<file path="src/rtl/fetch_sequencer.sv">
// Instruction-fetch front end: owns the PC, issues one word fetch at a time, and
// queues {inst, pc} for decode. A redirect flushes the queue and drops the in-flight fetch.
module fetch_sequencer #(
    parameter logic [31:0] RESET_PC  = 32'h0000_0000,
    parameter int          BUF_DEPTH = 2
) (
    input  logic        clk,
    input  logic        rst,
    output logic        imem_req_valid,
    input  logic        imem_req_ready,
    output logic [31:0] imem_req_addr,
    input  logic        imem_resp_valid,
    input  logic [31:0] imem_resp_inst,
    input  logic        redirect_valid,
    input  logic [31:0] redirect_target,
    output logic        inst_valid,
    input  logic        inst_ready,
    output logic [31:0] inst_out,
    output logic [31:0] inst_pc,
    output logic [31:0] inst_pc_plus4
);

    localparam int PTR_W = $clog2(BUF_DEPTH);
    localparam int CNT_W = $clog2(BUF_DEPTH + 1);
    localparam logic [CNT_W-1:0] DEPTH_C = CNT_W'(BUF_DEPTH);
    localparam logic [PTR_W-1:0] LAST_C  = PTR_W'(BUF_DEPTH - 1);

    localparam logic [1:0] ST_START = 2'd0;
    localparam logic [1:0] ST_ISSUE = 2'd1;
    localparam logic [1:0] ST_WAIT  = 2'd2;
    localparam logic [1:0] ST_DROP  = 2'd3;

    logic [1:0]       state_q, state_d;
    logic [31:0]      pc_q, pc_d;
    logic [31:0]      req_pc_q, req_pc_d;
    logic [CNT_W-1:0] count_q, count_d;
    logic [PTR_W-1:0] wr_ptr_q, wr_ptr_d;
    logic [PTR_W-1:0] rd_ptr_q, rd_ptr_d;
    logic [31:0]      inst_buf_q [BUF_DEPTH];
    logic [31:0]      pc_buf_q   [BUF_DEPTH];

    logic        accept;
    logic        push;
    logic        pop;
    logic [31:0] redirect_pc;
    logic [31:0] head_pc;

    assign redirect_pc    = redirect_target & ~32'h3;
    assign imem_req_valid = (state_q == ST_ISSUE) && (count_q < DEPTH_C);
    assign imem_req_addr  = pc_q;
    assign accept         = imem_req_valid && imem_req_ready;
    assign inst_valid     = (count_q != '0);
    // A redirect squashes both the arriving response and any decode pop.
    assign push           = (state_q == ST_WAIT) && imem_resp_valid && !redirect_valid;
    assign pop            = inst_valid && inst_ready && !redirect_valid;

    // Buffer storage is never reset, so the head is masked while empty.
    assign head_pc       = pc_buf_q[rd_ptr_q];
    assign inst_out      = inst_valid ? inst_buf_q[rd_ptr_q] : 32'h0;
    assign inst_pc       = inst_valid ? head_pc : 32'h0;
    assign inst_pc_plus4 = inst_valid ? head_pc + 32'd4 : 32'h0;

    function automatic logic [PTR_W-1:0] next_ptr(input logic [PTR_W-1:0] p);
        return (p == LAST_C) ? '0 : p + 1'b1;
    endfunction

    always_comb begin
        // NOTE: every output of this block gets a default first, so no path can infer a latch.
        state_d  = state_q;
        pc_d     = pc_q;
        req_pc_d = req_pc_q;
        count_d  = count_q;
        wr_ptr_d = wr_ptr_q;
        rd_ptr_d = rd_ptr_q;

        case (state_q)
            ST_START: state_d = ST_ISSUE;
            ST_ISSUE: begin
                if (accept) begin
                    req_pc_d = pc_q;
                    pc_d     = pc_q + 32'd4;
                    state_d  = redirect_valid ? ST_DROP : ST_WAIT;
                end
            end
            ST_WAIT: begin
                if (imem_resp_valid)     state_d = ST_ISSUE;
                else if (redirect_valid) state_d = ST_DROP;
            end
            default: begin
                if (imem_resp_valid) state_d = ST_ISSUE;
            end
        endcase

        if (push) wr_ptr_d = next_ptr(wr_ptr_q);
        if (pop)  rd_ptr_d = next_ptr(rd_ptr_q);
        case ({push, pop})
            2'b10:   count_d = count_q + 1'b1;
            2'b01:   count_d = count_q - 1'b1;
            default: count_d = count_q;
        endcase

        if (redirect_valid) begin
            pc_d     = redirect_pc;
            count_d  = '0;
            wr_ptr_d = '0;
            rd_ptr_d = '0;
        end
    end

    // NOTE: sequential state uses non-blocking assignments so every register samples pre-edge values.
    always_ff @(posedge clk or posedge rst) begin
        if (rst) begin
            state_q  <= ST_START;
            pc_q     <= RESET_PC;
            req_pc_q <= RESET_PC;
            count_q  <= '0;
            wr_ptr_q <= '0;
            rd_ptr_q <= '0;
        end else begin
            state_q  <= state_d;
            pc_q     <= pc_d;
            req_pc_q <= req_pc_d;
            count_q  <= count_d;
            wr_ptr_q <= wr_ptr_d;
            rd_ptr_q <= rd_ptr_d;
        end
    end

    // NOTE: the data array has no reset; validity comes solely from count_q.
    always_ff @(posedge clk) begin
        if (push) begin
            inst_buf_q[wr_ptr_q] <= imem_resp_inst;
            pc_buf_q[wr_ptr_q]   <= req_pc_q;
        end
    end

endmodule

</file>
<file path="config.mk">
export PLATFORM = sky130hd
export DESIGN_NAME = fetch_sequencer
export DESIGN_NICKNAME = d
export VERILOG_FILES = /design/src/rtl/fetch_sequencer.sv
export SDC_FILE = /design/constraint.sdc
export NUM_CORES = 1
export LEC_CHECK = 0
export ABC_AREA = 1
export BUFFER_PORTS_ARGS = -buffer_cell sky130_fd_sc_hd__buf_4
export CAP_MARGIN = 10
export CORE_ASPECT_RATIO = 1.1
export CORE_MARGIN = 2
export CORE_UTILIZATION = 59
export CTS_CLUSTER_DIAMETER = 100
export DETAILED_ROUTE_END_ITERATION = 6
export MAX_ROUTING_LAYER = met4
export PLACE_DENSITY = 0.88
export SYNTH_ARGS = -nofsm -noshare
export SYNTH_HDL_FRONTEND = slang
export SYNTH_SLANG_ARGS = --single-unit
</file>
<file path="constraint.sdc">
create_clock -name clk -period 11.4 [get_ports clk]
set_input_delay 1.14 -clock clk [delete_from_list [all_inputs] [get_ports clk]]
set_output_delay 1.14 -clock clk [all_outputs]
set_load 0.02 [all_outputs]
</file>
After elaboration in Yosys (flattened, before gate mapping)
Memory sizes are Yosys's and may differ from the RTL's.
Index checks and enable logic that the tools add are counted.
- memories kept: 2
- register bits: 70
- bits in writable memories: 128
- memories (memory ; words ; bits a word ; read ports ; clocked after memory_dff ; wr ports ; RTL line ; RTL):
    inst_buf_q ; 2 ; 32 ; 1 ; 0 ; 1 ; 39 ; logic [31:0] inst_buf_q [BUF_DEPTH];
    pc_buf_q ; 2 ; 32 ; 1 ; 0 ; 1 ; 40 ; logic [31:0] pc_buf_q [BUF_DEPTH];
- reductions and logical operators: 18
- muxes and demuxes: 22
- equality and inequality tests: 6
- add/sub/neg operators: 6
- order comparisons: 1
- operators with widths (operator ; count):
    2-to-1 mux 32 bit ; 6
    adder 32 x 3 -> 32 bit, second input constant ; 2
    2-to-1 mux 2 bit ; 5
    nonzero test 2 bit ; 5
    2-to-1 mux 1 bit ; 9
    logical AND 1 bit ; 6
    case mux 2 bit (3 select lines) ; 1
    equality test 2 x 1 -> 1 bit, second input constant ; 2
    equality test 2 bit, second input constant ; 2
    case mux 2 bit (2 select lines) ; 1
    AND reduction 2 bit ; 2
    nonzero test 4 bit ; 1
    inequality test 3 bit, second input constant ; 1
    AND reduction 3 bit ; 1
    nonzero test 3 bit ; 1
    adder 1 bit, second input constant ; 2
    adder 2 x 1 -> 2 bit, second input constant ; 1
    logical NOT 2 bit ; 1
    < comparator 2 bit, second input constant ; 1
    inequality test 2 bit, second input constant ; 1
    subtractor 2 x 1 -> 2 bit, second input constant ; 1
    logical NOT 1 bit ; 1

Depth between registers and ports, before layout
- depth in word-level cells: 6
- depth in mapped cells: 15
- depth with buffers taken out: 13

Worst setup path before layout
Ideal clock, no wire load.
- kind: in2reg
- from: input redirect_valid
- to: memory inst_buf_q[1][0], enable pin
- data arrival time: 4.205 ns
- library setup time: 0.482 ns
- setup slack: 6.713 ns
- stages: 4
- path through: inv_1 -> clkbuf_1 -> nand2_1 -> nor2_1
- cells in the longest elaborated chain, start to end: 4
- RTL lines (what ; RTL line ; RTL):
    start, declared ; 14 ; input logic redirect_valid,
    logical NOT 1 bit ; 54 ; assign push = (state_q == ST_WAIT) && imem_resp_valid && !redirect_valid;
    logical AND 1 bit ; 54 ;
    2-to-1 mux 1 bit ; 131 ; if (push) begin
    2-to-1 mux 1 bit (implied by the code) ; 132 ; inst_buf_q[wr_ptr_q] <= imem_resp_inst;
    end, declared ; 39 ;
Every way passes these cells.

Final worst setup path
- from: register rd_ptr_q
- to: output inst_pc_plus4[18]
- cells in the longest elaborated chain, start to end: 3
- RTL lines (what ; RTL line ; RTL):
    start, declared ; 38 ; logic [PTR_W-1:0] rd_ptr_q, rd_ptr_d;
    start signal, assigned ; 125 ; rd_ptr_q <= rd_ptr_d;
    memory (2 x 32 bit) ; -- ;
    adder 32 x 3 -> 32 bit ; 61 ; assign inst_pc_plus4 = inst_valid ? head_pc + 32'd4 : 32'h0;
    2-to-1 mux 32 bit ; 61 ;
    end, declared ; 20 ; output logic [31:0] inst_pc_plus4
Every way passes these cells.

==> impl_results.md <==
- Resized Gates After CTS: 0
- Chip Width: 124.4 um
- RSZ-0062 raised after global routing: false
- CTS clk-pin slew, worst paths: 70 ps
- Power Total: 0.002585 W
- Final ANT Viol Nets: 0
- Vert. Die Dim: 136.4 um
- Highest metal used: met4
- Area of the multi-input gates: 3308 um^2
- Max_slew headroom: 0.3762
- Critical path capture point type: output port
- Root Driver: clkbuf_16
- Num CTS Buffers: 17
- Final Slew Violations: 0
- Residual DRC count: 0
- WL per Instance: 15.57 um
- Routed wire length on met3: 1554 um
- Pwr/cell area: 225.3 nW/um^2
- DRT Wirelength: 22950 um
- Seq/Total Area, Yosys: 0.5718
- First-pass GRT wire length: 36880 um
- Cell Rows: 48
- Die area: 16960 um^2
- Peak fanout along the critical path: 70
- Worst VDD drop: 0.0001430 V
- H-tree levels: 4
- Synth cell types: 41
- # Max-Cap Violations: 0
- Area Growth Syn to Fin: 22.03%
- Worst-skew pair later-pin latency: 430 ps
- Clock Path Buffers: 2
- Yosys warnings: 0
- Final Util: 0.7346
- Gr ovfl total: 0
- Status: finished clean
- Clock Skew: 8.911 ps
- CP Class: register to output port
- Final setup TNS: 0 ps
- P_leak: 5.329 nW
- Register bit count reported by yosys: 190
- ANT cells: 0
- Vias in the first global route: 7366
- Fin worst setup slack: 6998 ps
- CP Launch Type: register
- I/O Pins: 200
- Vias: 7917
- Fmax: 227.2 MHz
- CTS tree: built
- Worst EP required: 10260 ps
- Post-layout min period: 4402 ps
- Setup WS pre-CTS: 7564 ps
- Post-synthesis cell count: 1083
- WL met1: 9608 um
- Final #Nets: 1336
- Core ar.: 15620 um^2
- Initial DRC count: 733
- Fin crit share: 0.3861
- Vias per Instance: 5.371
- Syn_area_per_cell: 8.680 um^2
- Worst EP arrival: 3260 ps
- # clock sinks: 190
- Largest net degree at the start of global routing: 74
- Worst Hold Slack: 474.8 ps
- Fin. Hold Viols: 0
- Worst slew pin tran: 933.5 ps
- Routed wl met2: 11110 um
- Initial antenna violation count: 0
- Final setup violation count: 0
- Post-CTS Hold Fix Bufs: 0
- Port buffer count: 191
- All-layer global routing usage: 0.2832
- RePlAce Congestion: 0.9000
- Synthesized area: 9400 um^2
- Hpwl dp: 15590 um
- Detailed-router iteration count before antenna repair: 5
- Register Area: 5376 um^2
- Initial Utilization: 0.6020
- Layout cells sized above 1: 0.2096
- Filler cells: 1135
- Post-CTS Setup Bufs: 0
- Tightest Hold Check Type: register to register
-- critical path: stages (launching register included) --
cell and delay (ps):
dfrtp_2 410, buf_4 360, inv_6 470, nand2_1 130
nand2_1 170, nand2_4 100, nor2_4 120, nand2_1 90
nor2_2 410, o211ai_1 190, nand2_1 110, inv_1 40
buf_4 140
-- cells in the mapped netlist (all sizes together) --
cell	number	area share
buf	22	0.019
or2	2	0.0013
o21a	1	0.00080
a211oi	1	0.00080
nor2	107	0.048
xnor2	1	0.00093
o21ai	65	0.036
a21oi	51	0.027
inv	129	0.052
o221ai	2	0.0019
edfxtp	124	0.40
clkbuf	22	0.0088
clkinv	1	0.00040
dfrtp	66	0.18
nor3	12	0.0064
xor2	15	0.014
nand3	54	0.029
o211ai	8	0.0064
o22ai	1	0.00067
o31ai	1	0.00080
conb	1	0.00040
ha	5	0.0067
o21bai	8	0.0064
nand2	371	0.15
nand4	10	0.0067
and2	3	0.0021
-- placed cells by master (no fill, tap or decap), types with 3 or more instances in the layout --
cell	n
o21ai_1	5
dfrtp_1	65
ha_1	5
o21bai_1	8
a21oi_1	51
edfxtp_1	124
o21ai_0	57
xor2_1	15
o211ai_1	8
nor3_1	12
nand2_1	358
nor2_4	6
inv_1	125
nor2_1	92
nand3_1	54
nand4_1	10
clkbuf_16	17
buf_4	198
conb_1	6
clkinv_4	3
nand2_2	12
inv_2	3
o21ai_2	3
nor2_2	9
clkinvlp_4	3
inv_6	5
-- where the power goes --
group          switching [W]  leakage, nW  total [W]  internal [W]
Clock               0.000272        0.265   0.000558      0.000286
Combinational       0.000714         3.12    0.00109      0.000374
Sequential         0.0000843         1.94   0.000938      0.000854
Total                0.00107         5.33    0.00258       0.00151
-- stage by stage --
| stage | area [um^2] | cells |
|---|---|---|
| final | 11470 | 1474 |
| after global routing | 11470 | 1474 |
| after CTS | 11470 | 1474 |
| after detailed placement | 10910 | 1442 |
| after global placement | 10910 | 1442 |
| after floorplan | 9419 | 1088 |
-- registers in the layout, summed over array words and instances (netlist names) --
register	cells
count_q	2
imem_req_addr	30
inst_buf_q	64
pc_buf_q	60
rd_ptr_q	1
req_pc_q	30
state_q	2
wr_ptr_q	1
-- area by class of cell --
class | count | share of cell area
Clock inverter | 15 | 0.01145
Clock buffer | 17 | 0.03709
Tap cell | 200 | 0.02182
Inverter | 130 | 0.04298
Sequential cell | 190 | 0.4687
Multi-Input combinational cell | 724 | 0.2884
Timing Repair Buffer | 198 | 0.1296
-- per-layer routing --
| metal | up-vias | GRT usage |
|---|---|---|
| li1 | 3847 | - |
| met1 | 3644 | 0.3585 |
| met2 | 368 | 0.4611 |
| met3 | 58 | 0.04250 |
| met4 | 0 | 0.1223 |
| met5 | - | - |
-- cells by family (layout without fill, tap and decap cells) --
kind of cell               after synthesis  after routing  share of synthesized area
AOI/OAI and AO/OA                      138            138                    0.08066
xor gates and xnor gates                16             16                    0.01491
adders and majority gates                5              5                   0.006655
buffers and inverters                  174            360                    0.07986
DFF                                    190            190                     0.5718
other                                    1              6                  0.0003989
and+or+nand+nor                        559            559                     0.2457
-- worst paths after layout --
check / start / end / slack (ps) / cells past startpoint
max: rd_ptr_q / inst_pc_plus4[18] / 7000 / 12
min: req_pc_q[8] / pc_buf_q[0][8] / 470 / 0
max reg2reg: state_q[1] / imem_req_addr[27] / 8610 / 11
min reg2reg: req_pc_q[8] / pc_buf_q[0][8] / 470 / 0
max in group asynchronous: rst / rd_ptr_q / 9880 / 3
min in group asynchronous: rst / state_q[0] / 940 / 3
(Power assumes the default switching activity.)
